[config.mk]
export PLATFORM = sky130hd
export DESIGN_NAME = image_stream_proc
export DESIGN_NICKNAME = d
export VERILOG_FILES = /design/src/rtl/image_stream_proc.sv
export SDC_FILE = /design/constraint.sdc
export NUM_CORES = 1
export LEC_CHECK = 0
export CORE_ASPECT_RATIO = 0.75
export CORE_UTILIZATION = 40
export CTS_BUF_LIST = sky130_fd_sc_hd__clkbuf_8
export DETAILED_ROUTE_END_ITERATION = 7
export GPL_TIMING_DRIVEN = 0
export HOLD_SLACK_MARGIN = 0.08
export RECOVER_POWER = 50
export SLEW_MARGIN = 20
export SYNTH_ARGS = -nofsm -noshare
export SYNTH_HDL_FRONTEND = slang
export SYNTH_SLANG_ARGS = --single-unit
[constraint.sdc]
create_clock -name HCLK -period 2.88 [get_ports HCLK]
set_input_delay 0.432 -clock HCLK [delete_from_list [all_inputs] [get_ports HCLK]]
set_output_delay 0.432 -clock HCLK [all_outputs]
set_load 0.005 [all_outputs]
[src/rtl/image_stream_proc.sv]
// Streaming pixel processor: buffers 24-bit RGB input in a small circular FIFO and
// emits one frame of vsync / line-gap / data beats with a per-channel colour operation.
module image_stream_proc #(
   parameter int         WIDTH      = 960,
   parameter int         HEIGHT     = 540,
   parameter int         VS_DELAY   = 100,
   parameter int         HS_GAP     = 160,
   parameter logic [1:0] MODE       = 2'd1,
   parameter logic [7:0] VALUE      = 8'd100,
   parameter int         FIFO_DEPTH = 4
) (
   input  logic        HCLK,
   input  logic        HRESETn,
   input  logic        start,
   input  logic        i_valid,
   output logic        i_ready,
   input  logic [23:0] i_pixel,
   output logic        ctrl_vsync,
   output logic        hsync,
   output logic [7:0]  DATA_R0,
   output logic [7:0]  DATA_G0,
   output logic [7:0]  DATA_B0,
   output logic        ctrl_done
);

   localparam int BEATS   = WIDTH / 2;
   localparam int PW      = $clog2(FIFO_DEPTH);
   localparam int CNT_MAX = (VS_DELAY > HS_GAP) ? VS_DELAY : HS_GAP;
   localparam int CW      = (CNT_MAX > 1) ? $clog2(CNT_MAX) : 1;
   localparam int COLW    = (BEATS > 1) ? $clog2(BEATS) : 1;
   localparam int ROWW    = (HEIGHT > 1) ? $clog2(HEIGHT) : 1;

   typedef enum logic [2:0] {
      S_IDLE  = 3'd0,
      S_VSYNC = 3'd1,
      S_HGAP  = 3'd2,
      S_DATA  = 3'd3,
      S_DONE  = 3'd4
   } state_t;

   state_t          state_q, state_d;
   logic [CW-1:0]   cnt_q, cnt_d;
   logic [COLW-1:0] col_q, col_d;
   logic [ROWW-1:0] row_q, row_d;
   logic            vsync_q, vsync_d;
   logic            hsync_q, hsync_d;
   logic            done_q, done_d;
   logic [23:0]     pix_q, pix_d;

   logic [23:0]     mem_q [FIFO_DEPTH];
   logic [23:0]     mem_d [FIFO_DEPTH];
   logic [PW-1:0]   wr_ptr_q, wr_ptr_d;
   logic [PW-1:0]   rd_ptr_q, rd_ptr_d;
   logic [PW:0]     count_q, count_d;
   logic            push_s, pop_s;

   function automatic logic [7:0] proc_ch(input logic [7:0] ch);
      logic [8:0] sum;
      logic [8:0] diff;
      logic [7:0] res;
      sum  = {1'b0, ch} + {1'b0, VALUE};
      diff = {1'b0, ch} - {1'b0, VALUE};
      case (MODE)
         2'd0:    res = ch;
         2'd1:    res = sum[8] ? 8'hFF : sum[7:0];
         2'd2:    res = diff[8] ? 8'h00 : diff[7:0];
         2'd3:    res = 8'hFF - ch;
         default: res = ch;
      endcase
      return res;
   endfunction

   // Full FIFO refuses input regardless of a same-cycle pop.
   assign i_ready = (count_q < (PW + 1)'(FIFO_DEPTH));
   assign push_s  = i_valid && i_ready;
   assign pop_s   = (state_q == S_DATA) && (count_q != {(PW + 1){1'b0}});

   // FIFO pointer, occupancy and storage next-state
   always_comb begin
      mem_d    = mem_q;
      wr_ptr_d = wr_ptr_q;
      rd_ptr_d = rd_ptr_q;
      count_d  = count_q;
      if (push_s) begin
         mem_d[wr_ptr_q] = i_pixel;
         wr_ptr_d        = wr_ptr_q + PW'(1);
      end else begin
         wr_ptr_d = wr_ptr_q;
      end
      if (pop_s) begin
         rd_ptr_d = rd_ptr_q + PW'(1);
      end else begin
         rd_ptr_d = rd_ptr_q;
      end
      case ({push_s, pop_s})
         2'b10:   count_d = count_q + (PW + 1)'(1);
         2'b01:   count_d = count_q - (PW + 1)'(1);
         default: count_d = count_q;
      endcase
   end

   // FIFO registers
   always_ff @(posedge HCLK or negedge HRESETn) begin
      if (!HRESETn) begin
         for (int i = 0; i < FIFO_DEPTH; i++) begin
            mem_q[i] <= 24'h000000;
         end
         wr_ptr_q <= {PW{1'b0}};
         rd_ptr_q <= {PW{1'b0}};
         count_q  <= {(PW + 1){1'b0}};
      end else begin
         mem_q    <= mem_d;
         wr_ptr_q <= wr_ptr_d;
         rd_ptr_q <= rd_ptr_d;
         count_q  <= count_d;
      end
   end

   // Frame sequencing: next state, counters and output values
   always_comb begin
      state_d = state_q;
      cnt_d   = cnt_q;
      col_d   = col_q;
      row_d   = row_q;
      hsync_d = 1'b0;
      pix_d   = pix_q;
      case (state_q)
         S_IDLE: begin
            if (start) begin
               state_d = S_VSYNC;
               cnt_d   = {CW{1'b0}};
            end else begin
               state_d = S_IDLE;
            end
         end
         S_VSYNC: begin
            if (cnt_q == CW'(VS_DELAY - 1)) begin
               state_d = S_HGAP;
               cnt_d   = {CW{1'b0}};
            end else begin
               cnt_d = cnt_q + CW'(1);
            end
         end
         S_HGAP: begin
            if (cnt_q == CW'(HS_GAP - 1)) begin
               state_d = S_DATA;
               cnt_d   = {CW{1'b0}};
            end else begin
               cnt_d = cnt_q + CW'(1);
            end
         end
         S_DATA: begin
            if (pop_s) begin
               hsync_d = 1'b1;
               pix_d   = {proc_ch(mem_q[rd_ptr_q][23:16]),
                          proc_ch(mem_q[rd_ptr_q][15:8]),
                          proc_ch(mem_q[rd_ptr_q][7:0])};
               if (col_q == COLW'(BEATS - 1)) begin
                  col_d = {COLW{1'b0}};
                  if (row_q == ROWW'(HEIGHT - 1)) begin
                     state_d = S_DONE;
                  end else begin
                     row_d   = row_q + ROWW'(1);
                     state_d = S_HGAP;
                     cnt_d   = {CW{1'b0}};
                  end
               end else begin
                  col_d = col_q + COLW'(1);
               end
            end else begin
               hsync_d = 1'b0;
            end
         end
         S_DONE: begin
            state_d = S_IDLE;
            row_d   = {ROWW{1'b0}};
         end
         default: begin
            state_d = S_IDLE;
         end
      endcase
      vsync_d = (state_d == S_VSYNC);
      done_d  = (state_d == S_DONE);
   end

   // Frame FSM with registered outputs
   always_ff @(posedge HCLK or negedge HRESETn) begin
      if (!HRESETn) begin
         state_q <= S_IDLE;
         cnt_q   <= {CW{1'b0}};
         col_q   <= {COLW{1'b0}};
         row_q   <= {ROWW{1'b0}};
         vsync_q <= 1'b0;
         hsync_q <= 1'b0;
         done_q  <= 1'b0;
         pix_q   <= 24'h000000;
      end else begin
         state_q <= state_d;
         cnt_q   <= cnt_d;
         col_q   <= col_d;
         row_q   <= row_d;
         vsync_q <= vsync_d;
         hsync_q <= hsync_d;
         done_q  <= done_d;
         pix_q   <= pix_d;
      end
   end

   assign ctrl_vsync = vsync_q;
   assign hsync      = hsync_q;
   assign ctrl_done  = done_q;
   assign DATA_R0    = pix_q[23:16];
   assign DATA_G0    = pix_q[15:8];
   assign DATA_B0    = pix_q[7:0];

endmodule

==> metrics.log <==
[metrics] number of unique standard cell types used by synthesis: 55
[metrics] initial core utilization: about two fifths
[metrics] Die Outline Area: 19300 um^2
[metrics] share of cells above drive strength 1: 26.1%
[metrics] data required time of the worst path: 3.26 ns
[metrics] first-iteration detailed-routing DRC count: 367
[metrics] slew of the pin with the lowest slew margin: 1.95 ns
[metrics] Async S/R FF share, synth: 100%
[metrics] residual overflow from global routing: 0
[metrics] DR vias/cell: 5.50
[metrics] Residual DRC: 0
[metrics] total number of yosys warnings: 0
[metrics] library cell occupying the most area in the post-synthesis netlist: sky130_fd_sc_hd__dfrtp_1
[metrics] nets in the synthesized netlist: 600
[metrics] number of enable flip-flop cells after synthesis: 0
[metrics] number of buffers created by CTS: 17
[metrics] buffer count from post-CTS setup fixing: 0
[metrics] Final min period: 2.63 ns
[metrics] routability congestion estimate: 0.804
[metrics] Total Negative Setup Slacks: 0 ns
[metrics] number of cells in the design after placement: ~860
[metrics] cell count of the worst hold path: 1
[metrics] iteration count of the initial detailed-routing pass: 5
[metrics] reg2reg end: count_q[1]$_DFFE_PN0P_
[metrics] largest net degree at the start of global routing: 85
[metrics] Global Route Usage Sum: 18.3%
[metrics] Total Wirelength: 16.7 mm
[metrics] Avg Synthesized Cell Area: approximately 13 um^2
[metrics] result of the run: finished with violations
[metrics] combined flip-flop and latch cell area: 4000 um^2
[metrics] fin nets: 675
[metrics] final standard cell count with taps included and fillers excluded: 895
[metrics] CP max stage delay: around 0.47 ns
[metrics] register-to-register setup slack: 0.25 ns
[metrics] Die X-Extent: 160 um
[metrics] total I/O pin count: 56
[metrics] IO Port Bufs: 55
[metrics] number of core rows: 43
[metrics] number of nets with antenna violations after routing: 0
[metrics] category of the worst setup path launch point: flop
[metrics] routed length per instance: 18.6 um
[metrics] class of the tightest hold or removal check: flop to flop
[metrics] data arrival time at the worst-slack endpoint: 3.02 ns
[metrics] Final Skew: 0.0110 ns
[metrics] pre-CTS setup slack: -0.0319 ns
[metrics] endpoints failing setup: 0
[metrics] post-detail-place hpwl: between 10 and 15 mm
[metrics] Area contributors post-synth: sky130_fd_sc_hd__dfrtp_1, sky130_fd_sc_hd__mux2_2, sky130_fd_sc_hd__mux4_2, sky130_fd_sc_hd__mux4_1, sky130_fd_sc_hd__xnor2_1
[metrics] Clk Tree Root Cell: sky130_fd_sc_hd__clkbuf_8
[metrics] wire length of the first global-routing pass: 26.7 mm
[metrics] worst-case clock buffer depth: 2
[metrics] worst-skew pair later-pin latency: ~0.46 ns
[metrics] setup repair after global routing missed its margin: no
[metrics] number of antenna violations at the first check in global routing: 0
[metrics] cell area after technology mapping: 7510 um^2
[metrics] synthesized instance count: 560
[metrics] total power consumption of the routed design: 7190 uW
[metrics] P&R area growth vs syn: 18.2%
[metrics] Die H: about 120 um
[metrics] kind of capture point of the worst setup path: flop
[metrics] period utilization: 91.5%
[metrics] critical path, cell by cell: or3_1 -> nand2_2 -> clkinvlp_4 -> ha_1 -> inv_1 -> fa_1 -> mux2i_1
[metrics] number of fillers in the final layout: 1625
[metrics] sequential element share of the synthesized area: 53.3%
[metrics] Cell Pwr Density: slightly above 800 nW/um^2
[metrics] diode count: 0
[metrics] critical path fanouts, max: 15
[metrics] final slew viol count: 77
[metrics] crit path setup slack, layout: around 0.25 ns
[metrics] worst relative slew slack: -29.7%
[metrics] multi-input combinational cell area: 3330 um^2
[metrics] leakage: 0.00373 uW
[metrics] vias in the first global route: 4948
[metrics] total of max-cap violations: 1
[metrics] Core Box Area: 18500 um^2
[metrics] hold-critical path endpoint: mem_q[59]$_DFFE_PN0P_
[metrics] clock tree from TritonCTS: done
[metrics] Peak Freq: approximately 380 MHz
[metrics] Vias: 4920
[metrics] flip-flop and latch count after synthesis: 160
[metrics] depth of the most critical reg-to-reg path: 7
[metrics] critical path type: flop to flop
[metrics] Reg2Reg Launch Point: count_q[2]$_DFFE_PN0P_
[metrics] top_reg_cell synth: sky130_fd_sc_hd__dfrtp_1
[metrics] count of H-tree levels built during CTS: 4
[metrics] violations in the final reports: capacitance limit, slew limit
[metrics] area share of the largest cell type after synthesis: a little over half
[metrics] Max VDD drop: ~0.31 mV
[metrics] startpoint of the lowest-slack hold path: mem_q[59]$_DFFE_PN0P_
[metrics] clock-pin slew on the worst setup and hold paths: 0.09 ns
[metrics] Final Hold Viols: 0
[metrics] Clock Sinks: 160
[metrics] crit path max-delay cell type: sky130_fd_sc_hd__or3_1
-- what timing repair did --
action | in CTS | in global routing
endpoints found under the hold margin | 76 | 0
endpoints found under the setup margin | 1 | 2
hold buffers | 1 | 0
cloned | 0 | 0
resized for setup | 0 | 1
-- worst max-delay path by stage --
| stage | from | slack, ns | to |
|---|---|---|---|
| floorplan | state_q[0]$_DFF_PN0_ | 0.58 | count_q[2]$_DFFE_PN0P_ |
| global placement | HRESETn | -4.91 | mem_q[67]$_DFFE_PN0P_ |
| detailed placement | state_q[0]$_DFF_PN0_ | -0.03 | count_q[2]$_DFFE_PN0P_ |
| CTS | count_q[2]$_DFFE_PN0P_ | 0.06 | count_q[1]$_DFFE_PN0P_ |
| global route | count_q[2]$_DFFE_PN0P_ | 0.13 | count_q[2]$_DFFE_PN0P_ |
| finish | count_q[2]$_DFFE_PN0P_ | 0.25 | count_q[1]$_DFFE_PN0P_ |
-- final cells by class --
class | instances | share of cell area [%]
repair buffers | 57 | 6.56
clock inverters | 13 | 2.35
clock buffers | 19 | 2.94
inverters | 12 | 0.549
plain buffers | 26 | 1.59
flip-flops and latches | 160 | 45.1
well taps | 247 | 3.48
multi-input cells | 361 | 37.4
-- Yosys cell counts (3+ instances only) --
cell	number
sky130_fd_sc_hd__nand4_1	10
sky130_fd_sc_hd__nor3_1	6
sky130_fd_sc_hd__a21oi_1	16
sky130_fd_sc_hd__mux4_1	8
sky130_fd_sc_hd__nor2b_1	4
sky130_fd_sc_hd__nand2b_1	5
sky130_fd_sc_hd__nor3b_1	3
sky130_fd_sc_hd__or4_1	10
sky130_fd_sc_hd__buf_1	4
sky130_fd_sc_hd__xnor2_1	17
sky130_fd_sc_hd__or3_1	3
sky130_fd_sc_hd__nand3_1	12
sky130_fd_sc_hd__a21boi_0	3
sky130_fd_sc_hd__a2bb2oi_1	3
sky130_fd_sc_hd__a211o_1	3
sky130_fd_sc_hd__and3_1	3
sky130_fd_sc_hd__nand2_1	21
sky130_fd_sc_hd__dfrtp_1	160
sky130_fd_sc_hd__clkbuf_1	12
sky130_fd_sc_hd__and4_1	3
sky130_fd_sc_hd__buf_2	7
sky130_fd_sc_hd__a31oi_1	13
sky130_fd_sc_hd__nor2_1	24
sky130_fd_sc_hd__ha_1	11
sky130_fd_sc_hd__mux4_2	14
sky130_fd_sc_hd__a21o_1	8
sky130_fd_sc_hd__o31ai_1	11
sky130_fd_sc_hd__mux2_2	100
sky130_fd_sc_hd__inv_1	11
sky130_fd_sc_hd__o21ai_0	5
sky130_fd_sc_hd__o22a_1	13
sky130_fd_sc_hd__xor2_1	4
-- power breakdown --
part | switching [uW] | total, uW | internal, uW
logic | 815 | 1950 | 1140
registers | 335 | 3300 | 2960
clock network | 862 | 1940 | 1080
-- worst max-delay path, delay by kind of cell, from the launching register on --
kind                       cells  cell delay (ns)
adders and majority gates      2             0.74
buffers and inverters          2             0.49
DFF                            1             0.41
muxes                          1             0.14
and+or+nand+nor                2             0.78
-- per-stage QoR --
stage / instance area, um^2 / hold WS, ns / util, %
floorplan: 7510 / 0.136 / -
global placement: 8370 / 0.479 / 45.4
detailed placement: 8410 / 0.442 / 45.6
CTS: 8880 / 0.507 / 48.1
global route: 8880 / 0.518 / 48.1
finish: 8880 / 0.503 / 48.1
-- sequential cells by signal (all words and copies together) (netlist names) --
| name | flops |
|---|---|
| rd_ptr_q | 2 |
| state_q | 3 |
| ctrl_vsync | 1 |
| count_q | 3 |
| pix_q | 24 |
| hsync | 1 |
| row_q | 10 |
| col_q | 9 |
| ctrl_done | 1 |
| wr_ptr_q | 2 |
| mem_q | 96 |
| cnt_q | 8 |
-- per-layer routing --
metal / share of wire (%) / GRT usage [%] / vias up
li1: - / - / 2251
met1: 49 / 26.5 / 2541
met2: 45 / 27.2 / 106
met3: 3.5 / 3.98 / 22
met4: 1.7 / 6.13 / 0
met5: 0 / 0 / -
-- cells in the final DEF, fill, tap and decap left out, drive strengths merged, types with 4 or more instances in the layout --
cell	n
xnor2	17
clkbuf	31
o22a	14
a21o	9
clkinv	4
ha	11
nand2b	5
nor2b	4
mux4	24
mux2	100
a31oi	13
inv	12
o21ai	5
a21oi	16
xor2	4
dfrtp	160
buf	16
or4	10
bufinv	5
nand2	22
nor2	24
clkdlybuf4s50	53
nand3	12
nand4	10
nor3	6
clkinvlp	4
o31ai	11
-- cell families after synthesis --
group	count (synthesis)	share of synthesized area [%]
AND/OR/NAND/NOR	120	8.84
XOR/XNOR	21	2.45
flip-flops	160	53.3
multiplexers	126	22.9
buffers and inverters	39	2.53
AO/OA/AOI/OAI	82	7.89
adder cells (fa/ha/maj)	12	2.10
Power figures use the tool's default switching activity.
